[src/rtl/issue_ctrl_pkg.sv]
// Shared types and defaults for the issue controller and its scoreboard.
package issue_ctrl_pkg;

    localparam int NUM_REGS_DEF     = 32;
    localparam int MAX_INFLIGHT_DEF = 4;
    localparam int REG_W            = 5;

    typedef enum logic {
        RUN   = 1'b0,
        DRAIN = 1'b1
    } issue_state_t;

endpackage

[src/rtl/issue_ctrl_if.sv]
// Decode-to-issue handshake bundle: decoded instruction fields plus the execute valid/ready pair.
interface issue_ctrl_if;
    import issue_ctrl_pkg::*;

    logic             dec_valid;
    logic             dec_ready;
    logic [REG_W-1:0] dec_rs1;
    logic [REG_W-1:0] dec_rs2;
    logic [REG_W-1:0] dec_rd;
    logic             dec_uses_rs1;
    logic             dec_uses_rs2;
    logic             dec_writes_rd;
    logic             dec_long;
    logic             dec_fence;
    logic             iss_valid;
    logic             iss_ready;

    modport master (
        output dec_valid, dec_rs1, dec_rs2, dec_rd,
        output dec_uses_rs1, dec_uses_rs2, dec_writes_rd, dec_long, dec_fence,
        output iss_ready,
        input  dec_ready, iss_valid
    );

    modport slave (
        input  dec_valid, dec_rs1, dec_rs2, dec_rd,
        input  dec_uses_rs1, dec_uses_rs2, dec_writes_rd, dec_long, dec_fence,
        input  iss_ready,
        output dec_ready, iss_valid
    );

endinterface

[src/rtl/issue_scoreboard.sv]
// Register busy bits, outstanding long-op counter and sticky underflow error.
module issue_scoreboard
    import issue_ctrl_pkg::*;
#(
    parameter int NUM_REGS     = NUM_REGS_DEF,
    parameter int MAX_INFLIGHT = MAX_INFLIGHT_DEF,
    parameter int CNT_W        = $clog2(MAX_INFLIGHT + 1)
) (
    input  logic                clk,
    input  logic                rst_n,
    input  logic                set_en,
    input  logic [REG_W-1:0]    set_rd,
    input  logic                clr_en,
    input  logic [REG_W-1:0]    clr_rd,
    input  logic                inc,
    input  logic                dec,
    output logic [NUM_REGS-1:0] busy_vec,
    output logic [CNT_W-1:0]    inflight,
    output logic                err
);

    logic [NUM_REGS-1:0] busy_q, busy_d;
    logic [CNT_W-1:0]    cnt_q, cnt_d;
    logic                err_q, err_d;

    // Clear is applied before set so a same-cycle set on the same register wins.
    always_comb begin
        busy_d = busy_q;
        if (clr_en) busy_d[clr_rd] = 1'b0;
        if (set_en) busy_d[set_rd] = 1'b1;
        busy_d[0] = 1'b0;
    end

    always_comb begin
        cnt_d = cnt_q;
        err_d = err_q;
        if (dec && (cnt_q == '0)) err_d = 1'b1;
        if (inc && !dec) begin
            if (cnt_q != CNT_W'(MAX_INFLIGHT)) cnt_d = cnt_q + CNT_W'(1);
        end else if (dec && !inc && (cnt_q != '0)) begin
            cnt_d = cnt_q - CNT_W'(1);
        end
    end

    always_ff @(posedge clk or negedge rst_n) begin
        if (!rst_n) begin
            busy_q <= '0;
            cnt_q  <= '0;
            err_q  <= 1'b0;
        end else begin
            busy_q <= busy_d;
            cnt_q  <= cnt_d;
            err_q  <= err_d;
        end
    end

    assign busy_vec = busy_q;
    assign inflight = cnt_q;
    assign err      = err_q;

endmodule

[src/rtl/issue_ctrl.sv]
// Issue controller: holds decoded instructions until hazard-free, limits long ops in flight,
// and drains outstanding long ops before letting a fence through.
module issue_ctrl
    import issue_ctrl_pkg::*;
#(
    parameter int NUM_REGS     = NUM_REGS_DEF,
    parameter int MAX_INFLIGHT = MAX_INFLIGHT_DEF,
    parameter int CNT_W        = $clog2(MAX_INFLIGHT + 1)
) (
    input  logic                clk,
    input  logic                rst_n,
    issue_ctrl_if.slave         bus,
    input  logic                flush,
    input  logic                wb_valid,
    input  logic [REG_W-1:0]    wb_rd,
    output logic [NUM_REGS-1:0] busy_vec,
    output logic [CNT_W-1:0]    inflight,
    output logic [31:0]         stall_cnt,
    output logic                err
);

    issue_state_t state_q, state_d;
    logic [31:0]  stall_q, stall_d;
    logic         hazard, cap_block, iss_valid_c, fire, long_fire;

    assign hazard =
        (bus.dec_uses_rs1  && (bus.dec_rs1 != '0) && busy_vec[bus.dec_rs1]) ||
        (bus.dec_uses_rs2  && (bus.dec_rs2 != '0) && busy_vec[bus.dec_rs2]) ||
        (bus.dec_writes_rd && (bus.dec_rd  != '0) && busy_vec[bus.dec_rd]);

    assign cap_block = bus.dec_long && (inflight == CNT_W'(MAX_INFLIGHT));

    // Issue is gated by rst_n so nothing is offered while the block is held in reset.
    always_comb begin
        state_d     = state_q;
        iss_valid_c = 1'b0;
        case (state_q)
            RUN: begin
                if (bus.dec_valid && bus.dec_fence && !flush) begin
                    if (inflight == '0) iss_valid_c = 1'b1;
                    else                state_d     = DRAIN;
                end else begin
                    iss_valid_c = bus.dec_valid && !hazard && !cap_block &&
                                  !flush && !bus.dec_fence;
                end
            end
            DRAIN: begin
                if (flush) begin
                    state_d = RUN;
                end else if (inflight == '0) begin
                    iss_valid_c = bus.dec_valid && bus.dec_fence;
                    if (iss_valid_c && bus.iss_ready) state_d = RUN;
                end
            end
            default: state_d = RUN;
        endcase
        iss_valid_c = iss_valid_c && rst_n;
    end

    assign fire          = iss_valid_c && bus.iss_ready;
    assign long_fire     = fire && bus.dec_long;
    assign bus.iss_valid = iss_valid_c;
    assign bus.dec_ready = fire;

    always_comb begin
        stall_d = stall_q;
        if (bus.dec_valid && !fire && (stall_q != 32'hFFFF_FFFF)) stall_d = stall_q + 32'd1;
    end

    always_ff @(posedge clk or negedge rst_n) begin
        if (!rst_n) begin
            state_q <= RUN;
            stall_q <= '0;
        end else begin
            state_q <= state_d;
            stall_q <= stall_d;
        end
    end

    assign stall_cnt = stall_q;

    issue_scoreboard #(
        .NUM_REGS     (NUM_REGS),
        .MAX_INFLIGHT (MAX_INFLIGHT),
        .CNT_W        (CNT_W)
    ) u_sb (
        .clk      (clk),
        .rst_n    (rst_n),
        .set_en   (long_fire && bus.dec_writes_rd && (bus.dec_rd != '0)),
        .set_rd   (bus.dec_rd),
        .clr_en   (wb_valid),
        .clr_rd   (wb_rd),
        .inc      (long_fire),
        .dec      (wb_valid),
        .busy_vec (busy_vec),
        .inflight (inflight),
        .err      (err)
    );

endmodule

[src/flat_wrapper.sv]
// flat-port wrapper written by rule: the top's interface ports become plain ports
module issue_ctrl_flat import issue_ctrl_pkg::*;
#(
    parameter int NUM_REGS     = NUM_REGS_DEF,
    parameter int MAX_INFLIGHT = MAX_INFLIGHT_DEF,
    parameter int CNT_W        = $clog2(MAX_INFLIGHT + 1)
)
  (clk, rst_n, flush, wb_valid, wb_rd, busy_vec, inflight, stall_cnt, err, bus_dec_valid, bus_dec_rs1, bus_dec_rs2, bus_dec_rd, bus_dec_uses_rs1, bus_dec_uses_rs2, bus_dec_writes_rd, bus_dec_long, bus_dec_fence, bus_iss_ready, bus_dec_ready, bus_iss_valid);
  issue_ctrl_if bus_i ();
  input  logic clk;
  input  logic rst_n;
  input  logic flush;
  input  logic wb_valid;
  input  logic [REG_W-1:0] wb_rd;
  output logic [NUM_REGS-1:0] busy_vec;
  output logic [CNT_W-1:0] inflight;
  output logic [31:0] stall_cnt;
  output logic err;
  input wire logic [$bits(bus_i.dec_valid)-1:0] bus_dec_valid;
  input wire logic [$bits(bus_i.dec_rs1)-1:0] bus_dec_rs1;
  input wire logic [$bits(bus_i.dec_rs2)-1:0] bus_dec_rs2;
  input wire logic [$bits(bus_i.dec_rd)-1:0] bus_dec_rd;
  input wire logic [$bits(bus_i.dec_uses_rs1)-1:0] bus_dec_uses_rs1;
  input wire logic [$bits(bus_i.dec_uses_rs2)-1:0] bus_dec_uses_rs2;
  input wire logic [$bits(bus_i.dec_writes_rd)-1:0] bus_dec_writes_rd;
  input wire logic [$bits(bus_i.dec_long)-1:0] bus_dec_long;
  input wire logic [$bits(bus_i.dec_fence)-1:0] bus_dec_fence;
  input wire logic [$bits(bus_i.iss_ready)-1:0] bus_iss_ready;
  output wire logic [$bits(bus_i.dec_ready)-1:0] bus_dec_ready;
  output wire logic [$bits(bus_i.iss_valid)-1:0] bus_iss_valid;
  assign bus_i.dec_valid = bus_dec_valid;
  assign bus_i.dec_rs1 = bus_dec_rs1;
  assign bus_i.dec_rs2 = bus_dec_rs2;
  assign bus_i.dec_rd = bus_dec_rd;
  assign bus_i.dec_uses_rs1 = bus_dec_uses_rs1;
  assign bus_i.dec_uses_rs2 = bus_dec_uses_rs2;
  assign bus_i.dec_writes_rd = bus_dec_writes_rd;
  assign bus_i.dec_long = bus_dec_long;
  assign bus_i.dec_fence = bus_dec_fence;
  assign bus_i.iss_ready = bus_iss_ready;
  assign bus_dec_ready = bus_i.dec_ready;
  assign bus_iss_valid = bus_i.iss_valid;
  issue_ctrl #(.NUM_REGS(NUM_REGS), .MAX_INFLIGHT(MAX_INFLIGHT), .CNT_W(CNT_W)) u_core (.clk(clk), .rst_n(rst_n), .bus(bus_i), .flush(flush), .wb_valid(wb_valid), .wb_rd(wb_rd), .busy_vec(busy_vec), .inflight(inflight), .stall_cnt(stall_cnt), .err(err));
endmodule
[config.mk]
export PLATFORM = sky130hd
export DESIGN_NAME = issue_ctrl_flat
export DESIGN_NICKNAME = d
export VERILOG_FILES = /design/src/rtl/issue_ctrl_pkg.sv /design/src/rtl/issue_ctrl_if.sv /design/src/rtl/issue_scoreboard.sv /design/src/rtl/issue_ctrl.sv /design/src/flat_wrapper.sv
export SDC_FILE = /design/constraint.sdc
export NUM_CORES = 1
export LEC_CHECK = 0
export CAP_MARGIN = 20
export CORE_ASPECT_RATIO = 0.7
export CORE_MARGIN = 10
export CORE_UTILIZATION = 55
export DETAILED_ROUTE_END_ITERATION = 8
export PLACE_DENSITY = 0.95
export SLEW_MARGIN = 15
export SYNTH_ARGS = -nofsm -noshare
export SYNTH_HDL_FRONTEND = slang
export SYNTH_SLANG_ARGS = --single-unit
[constraint.sdc]
create_clock -name clk -period 6 [get_ports clk]
set_input_delay 0.9 -clock clk [delete_from_list [all_inputs] [get_ports clk]]
set_output_delay 0.9 -clock clk [all_outputs]
set_load 0.01 [all_outputs]
# Word level (Yosys, flattened, before mapping)
# Index checks and enable logic that the tools add are counted.
# op_classes
addsub	3
magnitude_cmp	6
n_eq_ne	4
mux	26
bitwise_logic	4
n_reduce_logical	43
# ops
cell	n
32-bit two-way mux	2
32-bit by 1-bit adder with 32-bit output, second input constant	1
32-bit AND	1
32-bit inequality test, second input constant	1
32-bit NOT	1
32-bit OR	1
1-bit logical AND	27
5-bit by 6-bit less-than comparator with 1-bit output, second input constant	4
1-bit binary-select mux with 5-bit select	3
5-bit nonzero test	3
1-bit two-way mux	14
1-bit demux with 5-bit select	2
5-bit by 1-bit >= comparator with 1-bit output, second input constant	2
3-bit two-way mux	3
1-bit logical NOT	7
1-bit one-hot mux with 2 select lines	2
3-bit by 1-bit adder with 3-bit output, second input constant	1
3-bit equality test, second input constant	1
3-bit logical NOT	1
3-bit inequality test, second input constant	1
3-bit nonzero test	1
3-bit by 1-bit subtractor with 3-bit output, second input constant	1
1-bit logical OR	2
2-bit by 1-bit inequality test with 1-bit output, second input constant	1
other kinds (3)	3
# totals
ff_bits	68
in_bits	31
output_inout_bits	70
wordCells	91

# Logic depth before layout (Yosys ltp)
# Gate-level depths: netlist of the first run.
# depth
depth_word	20
ltp_mapped	15

# By module
# Synthesis of the first run repeated with hierarchy kept, for this count alone.
# hier_totals
cells_unflattened	393
hier_area_um2	4179.0
# modules_own_cells
module	instances	cells_per_inst	area_per_inst_um2	seq_area_each_um2
issue_ctrl	1	241	2618.8	825.8
issue_scoreboard	1	152	1560.2	875.8

# Worst setup path before layout of the first run
# OpenSTA, ideal clock, no wires.
# synth_path
kind	input to register
from	input bus_dec_rs1[0]
to	register u_core.u_sb.cnt_q[2] (netlist: u_core.u_sb.inflight[2])
arrival_time_ns	4.079
required_time_ns	5.930
path_slack_ns	1.851
cell_stages	13
path_cell_list	buf_6 > mux4_2 > and2_1 > a211o_1 > a221oi_2 > o211ai_2 > inv_2 > nand2_4 > or2_2 > fa_1 > or4b_2 > a21oi_1 > nand3b_1
# synth_via
elab_chain_cells	20
# synth_lines
item	line_no	rtl
from (decl)	flat_wrapper.sv:20	input wire logic [$bits(bus_i.dec_rs1)-1:0] bus_dec_rs1;
1-bit binary-select mux with 5-bit select / 5-bit nonzero test (equally long branches)	issue_ctrl.sv:27	(bus.dec_uses_rs1 && (bus.dec_rs1 != '0) && busy_vec[bus.dec_rs1]) ||
1-bit two-way mux (implied by the code) / 1-bit logical AND (equally long branches)	issue_ctrl.sv:27	
1-bit logical AND *	issue_ctrl.sv:27	
1-bit logical OR *	issue_ctrl.sv:27	
1-bit logical OR *	issue_ctrl.sv:28	(bus.dec_uses_rs2 && (bus.dec_rs2 != '0) && busy_vec[bus.dec_rs2]) ||
1-bit logical NOT *	issue_ctrl.sv:43	iss_valid_c = bus.dec_valid && !hazard && !cap_block &&
1-bit logical AND * (3 in a row)	issue_ctrl.sv:43	
1-bit logical AND *	issue_ctrl.sv:44	!flush && !bus.dec_fence;
1-bit two-way mux *	issue_ctrl.sv:39	if (bus.dec_valid && bus.dec_fence && !flush) begin
1-bit one-hot mux with 2 select lines *	issue_ctrl.sv:37	case (state_q)
1-bit logical AND *	issue_ctrl.sv:57	iss_valid_c = iss_valid_c && rst_n;
1-bit logical AND *	issue_ctrl.sv:60	assign fire = iss_valid_c && bus.iss_ready;
1-bit logical AND *	issue_ctrl.sv:61	assign long_fire = fire && bus.dec_long;
1-bit logical NOT	issue_scoreboard.sv:40	end else if (dec && !inc && (cnt_q != '0)) begin
1-bit logical AND (2 in a row)	issue_scoreboard.sv:40	
2-bit nonzero test (no source line)	--	
2-bit AND reduction (no source line)	--	
to (signal assigned)	issue_scoreboard.sv:52	cnt_q <= cnt_d;
to (decl)	issue_scoreboard.sv:23	logic [CNT_W-1:0] cnt_q, cnt_d;
# Mark *: on every way between the ends. The rest lies on a longest branch, timed or not. The select of a mux whose other input is x is not followed.
# A chain may end at the register's enable or synchronous reset.

# Worst setup path after layout of the first run
# layout_path
from	input bus_dec_rs1[0]
to	output bus_dec_ready
# layout_via
elab_chain_cells	14
# layout_lines
item	line_no	rtl
1-bit binary-select mux with 5-bit select / 5-bit nonzero test (equally long branches)	issue_ctrl.sv:27	
1-bit two-way mux (implied by the code) / 1-bit logical AND (equally long branches)	issue_ctrl.sv:27	
1-bit logical AND *	issue_ctrl.sv:27	
1-bit logical OR *	issue_ctrl.sv:27	
1-bit logical OR *	issue_ctrl.sv:28	
1-bit logical NOT *	issue_ctrl.sv:43	
1-bit logical AND * (3 in a row)	issue_ctrl.sv:43	
1-bit logical AND *	issue_ctrl.sv:44	
1-bit two-way mux *	issue_ctrl.sv:39	
1-bit one-hot mux with 2 select lines *	issue_ctrl.sv:37	
1-bit logical AND *	issue_ctrl.sv:57	
1-bit logical AND *	issue_ctrl.sv:60	
to (decl)	flat_wrapper.sv:29	output wire logic [$bits(bus_i.dec_ready)-1:0] bus_dec_ready;
# Marks and branches as above.

==> results of run 1 <==
-- flip-flops by register name, summed over array words and instances, names as in the netlist --
| register | count |
|---|---|
| u_core.stall_cnt | 32 |
| u_core.state_q | 1 |
| u_core.u_sb.busy_vec | 31 |
| u_core.u_sb.err | 1 |
| u_core.u_sb.inflight | 3 |
-- metrics by stage --
stage          hold slack [ns]  setup slack (ns)
5_1_grt                  0.471             0.419
6_report                 0.460             0.591
3_3_place_gp             0.441             0.587
3_5_place_dp             0.443             0.486
4_1_cts                  0.456             0.601
2_1_floorplan            0.480              1.85
-- report_power, final --
group	internal (mW)	total, mW	switching [mW]
Sequential	0.497	0.564	0.0666
Clock	0.366	0.577	0.211
Combinational	0.170	0.341	0.171
-- kinds of logic after synthesis --
| family | count (synthesis) | share of synthesized area |
|---|---|---|
| compound gates | 97 | 0.151 |
| xor+xnor | 31 | 0.0620 |
| fa+ha+maj | 2 | 0.00743 |
| buf+inv | 39 | 0.0506 |
| flops | 68 | 0.389 |
| mux | 38 | 0.132 |
| other cells | 1 | 0.000856 |
| simple gates | 152 | 0.208 |
-- cells in the mapped netlist (5+ instances only) --
| library cell | n | area share |
|---|---|---|
| and2_1 | 5 | 0.0071 |
| and3_1 | 8 | 0.011 |
| buf_2 | 6 | 0.0069 |
| buf_6 | 5 | 0.013 |
| clkbuf_1 | 10 | 0.0086 |
| dfrtp_1 | 68 | 0.39 |
| inv_1 | 12 | 0.010 |
| mux2i_1 | 19 | 0.043 |
| mux4_2 | 15 | 0.077 |
| nand2_1 | 17 | 0.015 |
| nand2b_1 | 5 | 0.0071 |
| nand3_1 | 29 | 0.033 |
| nand3b_1 | 14 | 0.024 |
| nand4_1 | 13 | 0.019 |
| nor2_1 | 11 | 0.0094 |
| nor3_1 | 18 | 0.021 |
| o21ai_0 | 39 | 0.045 |
| o31ai_1 | 25 | 0.043 |
| xnor2_1 | 12 | 0.024 |
| xor2_1 | 19 | 0.038 |
-- metal layers --
metal / part of all wire / vias up / GRT usage
li1: - / 1796 / -
met1: 0.40 / 2106 / 0.342
met2: 0.44 / 341 / 0.367
met3: 0.14 / 36 / 0.0839
met4: 0.019 / 0 / 0.0756
met5: 0 / - / 0
-- worst reg2reg max path: cells and delay by family (launching register included) --
family	cells	cell delay, ns
buf+inv	1	0.19
simple gates	5	1.55
compound gates	4	1.06
fa+ha+maj	1	0.42
flops	1	0.44
mux	1	0.48
-- layout by cell type, fill, tap and decap left out, types with 3 or more instances in the layout --
cell	n
o22ai_1	3
nor3b_1	4
xnor2_1	12
nor3_1	18
a31oi_1	3
nand2_1	17
or3b_2	4
nand2b_1	5
o21ai_0	39
mux4_2	15
and3_1	8
buf_4	3
or3_1	3
nand4_1	13
inv_1	12
a22o_1	3
nor2_1	11
mux2_2	3
dfrtp_1	68
nor4_1	4
clkdlybuf4s50_1	98
xor2_1	19
or3b_1	3
nand3b_1	14
clkbuf_16	9
and2_1	5
nand3_1	29
mux2i_1	19
o31ai_1	25
a21oi_1	3
-- final timing paths --
path,from,end,slack [ns],depth (start not counted)
hold / removal,u_core.u_sb.err,u_core.u_sb.err,0.46,1
setup reg to reg,u_core.u_sb.busy_vec[11],u_core.u_sb.inflight[2],1.80,12
max in group asynchronous,rst_n,u_core.stall_cnt[25],4.58,2
setup / recovery,bus_dec_rs1[0],bus_dec_ready,0.59,9
min in group asynchronous,rst_n,u_core.u_sb.busy_vec[12],0.85,2
hold reg to reg,u_core.u_sb.err,u_core.u_sb.err,0.46,1
-- area by class of cell --
class	count	share of cell area
clock buffers	9	0.0398
clock inverters	7	0.0174
inverters	13	0.00861
multi-input cells	321	0.434
flip-flops and latches	68	0.300
well taps	101	0.0223
repair buffers	102	0.178
==> flow_summary.toml, run 1 <==
[yosys]
ys_types = 67
ys_ff_latch = 68
synth-edff-count = 0
syn_inst = 428
synth_async_sr_flop_share = 1.00
synth_area_sq_um = 4380
synth.net_count = 461
yosys_warnings = 0
ys_seq_area_frac = 0.389
ys.flop_type = "dfrtp_1"
avgSynthCellArea_sq_um = 10.2

[setup_path]
crit_fanout = 28
critical_path_buf_inv_count = 4
cp-end-kind = "output port"
worstSetupStartpointType = "primary input"
critical_path.cell_chain = "clkdlybuf4s50_1 > mux4_2 > and2_1 > a211o_1 > a221oi_2 > o211ai_2 > inv_2 > buf_4 > clkdlybuf4s50_1"
worstPathRequired_ns = 5.10
crit_top_cell = "clkdlybuf4s50_1"
cpPeakStageDelay_ns = 0.81
slowest_stage = "clkdlybuf4s50_1"
worstPathArrival_ns = 4.51
cpLargestDelayFamily = "buffers and inverters"
critPathKind = "in -> out"

[power_and_ir_drop]
ir_drop_uv = 201
power.total_mw = 1.48
pwr_density_cell_nw_per_um2 = 262
power.leakage_nw = 2.34

[sta]
skew_ns = 0.00716
fin_setup_tns_ns = 0
drv_slew = 0
finalHoldViolations = 0
relSlewSlack = 0.297
max_freq_mhz = 185
period_share = 0.902
min_period_ns = 5.41
rsz0062_at_grt = "no"
setup_viol = 0
worst_slew_pin_slew_ns = 1.05

[detailed_routing]
vias = 4279
drt-pass1-iter-count = 6
drt-initial-drc-count = 567
wl_mm = 15.6
ant_nets = 0
post_drt_wl_per_cell_um = 25.1
remaining_drc_errors = 0
routed_via_density = 6.89

[cts]
post_cts_buffers = 0
cts_root_buf = "clkbuf_16"
h-tree-depth = 3
clk_path_buf_depth = 2
ctsHoldBuffers = 0
cts_resized = 0
cts_tree = "yes"
cts_sinks = 68
clkTransAtPathRegs_ns = 0.06
cts_buffers = 9
insertion_delay_ns = 0.33

[global_routing]
grt_max_degree = 69
grtUsageTotal = 0.250
grt_pass1_wl_mm = 24.0
grt_overflow_total = 0
antenna_found_initial = 0
first_global_vias = 4185

[final_layout]
regArea_sq_um = 1700
final_util = 0.726
drive_above_1_share = 0.108
syn_to_final_growth_pct = 29.4
antennaDiodeCount = 0
multi_input_area_sq_um = 2460
final_area_sq_um = 5670
nets = 548
instances_no_fill = 621
fillerInstances = 532

[run_status]
outcome = "finished clean"

[die]
die_w_um = 127
ios = 101
core_area_sq_um = 7800
die_y_um = 94.7
initial_core_util = 0.561
rows = 27
dieArea_sq_um = 12000

[placement]
place_congestion = 1.00
dpl.hpwl_mm = 10.9
dpl_cell_area_sq_um = 5340
dp.cells = 605
port_buffers = 99

[job]
cap_violations = 0

[min_path]
hold_path_class = "reg -> reg"
(Power assumes the default switching activity.)
==> inputs of run 2 (changes only) <==
Settings changed: CORE_MARGIN 10 to not set, SLEW_MARGIN 15 to not set.
==> run 2 against run 1 <==
  * Count of clock-buffer cells in the layout grew 2
  * Wire length shrank 5.5%
  * Sequential power is essentially flat
  * Critical path type unchanged
  * Critical endpoint unchanged
  * Maximum frequency grew 1.1%
==> flow_summary.toml, run 2 (synthesis results as in run 1) <==
[sta]
period_share = 0.892
setup_viol = 0
min_period_ns = 5.35
drv_slew = 0
setup_slack_ns = 0.649
worst_slew_pin_slew_ns = 1.00
max_freq_mhz = 187
rsz0062_at_grt = "no"
skew_ns = 0.00743
fin_setup_tns_ns = 0
finalHoldViolations = 0
relSlewSlack = 0.327

[placement]
dpl.hpwl_mm = 10.1
pre_cts_slack_ns = 0.534
place_congestion = 1.00
port_buffers = 99

[detailed_routing]
remaining_drc_errors = 0
routed_via_density = 6.74
drt-initial-drc-count = 498
wl_mm = 14.7
vias = 4179
ant_nets = 0
drt-pass1-iter-count = 5
post_drt_wl_per_cell_um = 23.8

[setup_path]
ff2ff_setup_slack_ns = 1.78
worstPathArrival_ns = 4.45
worstSetupStartpointType = "primary input"
worstPathRequired_ns = 5.10
crit_fanout = 28
cp-end-kind = "output port"
critPathKind = "in -> out"

[final_layout]
antennaDiodeCount = 0
syn_to_final_growth_pct = 29.7
layout_common_cells = "98 x clkdlybuf4s50_1, 68 x dfrtp_1, 39 x o21ai_0"
layout_commonest_cell = "clkdlybuf4s50_1"
nets = 550
drive_above_1_share = 0.109
largest_reg_flops = 32

[die]
core_area_sq_um = 7510
rows = 26
die_y_um = 76.7
ios = 101
dieArea_sq_um = 8330
die_w_um = 109
initial_core_util = 0.583

[min_path]
hold_path_class = "reg -> reg"

[job]
cap_violations = 0

[cts]
cts_tree = "yes"
cts_root_buf = "clkbuf_16"
cts_resized = 0
cts_buffers = 9
post_cts_buffers = 0
h-tree-depth = 3
insertion_delay_ns = 0.34
clk_path_buf_depth = 2
clkTransAtPathRegs_ns = 0.05
cts_sinks = 68
ctsHoldBuffers = 0

[global_routing]
grtUsageTotal = 0.371
grt_pass1_wl_mm = 23.0
grt_max_degree = 69
grt_overflow_total = 0
first_global_vias = 4091
antenna_found_initial = 0

[power_and_ir_drop]
ir_drop_uv = 196
pwr_density_cell_nw_per_um2 = 262
power.leakage_nw = 2.35

[run_status]
outcome = "finished clean"
-- run 2: cell count changes in the layout (fill, tap and decap cells not counted), sizes merged --
| cell | delta |
|---|---|
| buf | +1 |
| clkinvlp | +1 |
| clkbuf | +3 |
| clkinv | -3 |
-- run 2: through the flow --
step,utilization,instance area [sq um],hold WS [ns],instances,power [mW]
final,0.756,5680,0.458,620,1.49
after global routing,0.756,5680,0.480,620,1.54
after CTS,0.755,5670,0.468,619,1.48
after detailed placement,0.711,5350,0.458,603,0.894
after global placement,0.711,5350,0.439,603,0.883
after floorplan,-,4380,0.480,428,0.733
-- run 2: final timing paths --
kind                            cells after the start                  endpoint                    start
worst max-delay path                                9             bus_dec_ready           bus_dec_rs2[0]
worst min-delay path                                1           u_core.u_sb.err          u_core.u_sb.err
worst max register to register                     12   u_core.u_sb.inflight[2]  u_core.u_sb.busy_vec[8]
worst min register to register                      1           u_core.u_sb.err          u_core.u_sb.err
max in group asynchronous                           2           u_core.u_sb.err                    rst_n
min in group asynchronous                           2  u_core.u_sb.busy_vec[15]                    rst_n
-- run 2: area by class of cell --
cell class	instances	area, sq um
inverter	13	48.8
sequential	68	1700
fill	489	1840
timing repair buffer	104	1020
clock buffer	11	243
multi-input combinational	321	2460
tap	98	123
clock inverter	5	83.8
-- run 2: metal layers --
metal | wire length (um) | global-route usage | vias up
met5 | 0 | 0 | -
met4 | 397 | 0.155 | 0
met2 | 6270 | 0.499 | 326
met3 | 1920 | 0.134 | 46
li1 | - | - | 1801
met1 | 6140 | 0.537 | 2006
-- run 2: report_power, final --
part	total [mW]	leakage, nW	switching, mW	internal, mW
registers	0.562	0.920	0.0649	0.498
clock network	0.583	0.152	0.207	0.377
logic	0.341	1.28	0.171	0.171
-- run 2: critical path: stages --
cell,delay (ns)
clkdlybuf4s50_1,0.90
mux4_2,0.59
nand2b_1,0.16
a32o_1,0.26
o211ai_1,0.22
o211ai_2,0.30
inv_2,0.17
buf_4,0.34
clkdlybuf4s50_1,0.61
==> inputs of run 3 (changes only) <==
Settings changed: GPL_TIMING_DRIVEN set to 0, SKIP_LAST_GASP set to 1.
==> run 3 against run 2 <==
  * Via count increased by 4.2%
  * Non-clock buffer count increased by 15
  * Critical path type unchanged
  * Power decreased by 2.5%
  * Flip-flop and latch count unchanged
  * Worst setup slack improved by 0.41 ns
  * Die area unchanged
  * Critical endpoint unchanged
  * Highest routed layer unchanged
  * Largest power group is now registers
==> flow_summary.toml, run 3 (synthesis results as in run 1) <==
[run_status]
outcome = "finished clean"

[min_path]
min_to = "u_core.u_sb.err"
hold_depth = 1
hold_path_class = "reg -> reg"
min-delay-start = "u_core.u_sb.err"

[detailed_routing]
vias = 4356
routed_via_density = 6.86
remaining_drc_errors = 0
wl_mm = 15.2
drt-initial-drc-count = 572
post_drt_wl_per_cell_um = 23.9
ant_nets = 0
drt-pass1-iter-count = 5

[sta]
fin_setup_tns_ns = 0
max_freq_mhz = 202
setup_viol = 0
relSlewSlack = 0.254
worst_slew_pin_slew_ns = 1.11
rsz0062_at_grt = "no"
finalHoldViolations = 0
period_share = 0.823
skew_ns = 0.00766
min_period_ns = 4.94
drv_slew = 0

[die]
core_area_sq_um = 7510
die_w_um = 109
die_y_um = 76.7
initial_core_util = 0.583
ios = 101
rows = 26
dieArea_sq_um = 8330

[final_layout]
final_util = 0.763
regArea_sq_um = 1700
instances_no_fill = 635
nets = 565
largest_reg_flops = 32
fillerInstances = 527
syn_to_final_growth_pct = 30.9
final_area_sq_um = 5730
multi_input_area_sq_um = 2460
layout_common_cells = "92 x clkdlybuf4s50_1, 68 x dfrtp_1, 39 x o21ai_0"
layout_commonest_cell = "clkdlybuf4s50_1"
antennaDiodeCount = 0
drive_above_1_share = 0.127

[setup_path]
critPathLaunch = "bus_dec_rd[0]"
worstPathArrival_ns = 4.04
timing.rr.end = "u_core.u_sb.inflight[2]"
crit_fanout = 10
reg2regPathDepth = 12
timing.rr.start = "u_core.u_sb.busy_vec[11]"
worstSetupStartpointType = "primary input"
critPathKind = "in -> out"
worstPathRequired_ns = 5.10
ff2ff_setup_slack_ns = 2.21
cp-end-kind = "output port"

[cts]
cts_tree = "yes"
cts_sinks = 68
cts_root_buf = "clkbuf_16"
insertion_delay_ns = 0.34
cts_buffers = 9
cts_resized = 0
ctsHoldBuffers = 0
post_cts_buffers = 0
h-tree-depth = 3
clkTransAtPathRegs_ns = 0.05
clk_path_buf_depth = 2

[global_routing]
grt_pass1_wl_mm = 23.4
antenna_found_initial = 0
first_global_vias = 4153
grt-busiest-layer = "met2"
met3_usage = 0.124
grt.met1_usage = 0.547
grt_max_degree = 70
globalRouteMet2Util = 0.553
grtUsageTotal = 0.381
grt_overflow_total = 0

[power_and_ir_drop]
ir_drop_uv = 215
power.total_mw = 1.45
power.leakage_nw = 2.39
pwr_density_cell_nw_per_um2 = 253

[placement]
dp.cells = 619
dpl_cell_area_sq_um = 5430
place_congestion = 1.04
port_buffers = 93
dpl.hpwl_mm = 10.6

[job]
cap_violations = 0
==> run 3: cell types whose count changed in the layout (fill, tap and decap cells not counted), moves of 2 or more <==
cell,delta
buf_2,+5
buf_8,+2
clkdlybuf4s50_1,-6
buf_6,+5
clkinv_2,+2
clkbuf_1,+9
==> run 3: cell type report <==
class                   count  share of cell area
flip-flops and latches     68               0.297
multi-input cells         321               0.428
plain buffers              26              0.0301
repair buffers             93               0.162
clock buffers              10              0.0417
well taps                  98              0.0214
clock inverters             6              0.0111
inverters                  13             0.00851
==> run 3: where the power goes <==
group / total [mW] / internal [mW] / switching [mW]
Sequential: 0.561 / 0.498 / 0.0638
Clock: 0.541 / 0.332 / 0.209
Combinational: 0.348 / 0.173 / 0.175
==> run 3: routing by layer <==
layer	vias to the layer above	wire, um
li1	1826	-
met1	2168	6140
met2	330	6660
met3	32	2060
met4	0	310
met5	-	0
==> run 3: critical path, cell delays in order <==
cell,delay [ns]
clkdlybuf4s50_1,0.52
buf_4,0.24
buf_2,0.29
mux2i_1,0.25
o32ai_1,0.11
nor4_1,0.35
o2111a_1,0.25
o211ai_2,0.12
inv_2,0.13
buf_8,0.16
buf_8,0.15
clkdlybuf4s50_1,0.54
==> run 3: metrics by stage <==
stage	worst slack [ns]	hold WS (ns)
global route	0.944	0.489
detailed placement	1.12	0.461
CTS	1.13	0.472
global placement	-0.330	0.440
finish	1.06	0.466
floorplan	1.85	0.480
==> run 3: worst max path at each step <==
stage | endpoint | slack (ns) | cells past startpoint
6_report | bus_dec_ready | 1.06 | 12
5_1_grt | bus_dec_ready | 0.94 | 12
4_1_cts | bus_dec_ready | 1.13 | 12
3_5_place_dp | u_core.u_sb.inflight[2] | 1.12 | 15
3_3_place_gp | u_core.u_sb.inflight[2] | -0.33 | 12
2_1_floorplan | u_core.u_sb.inflight[2] | 1.85 | 13
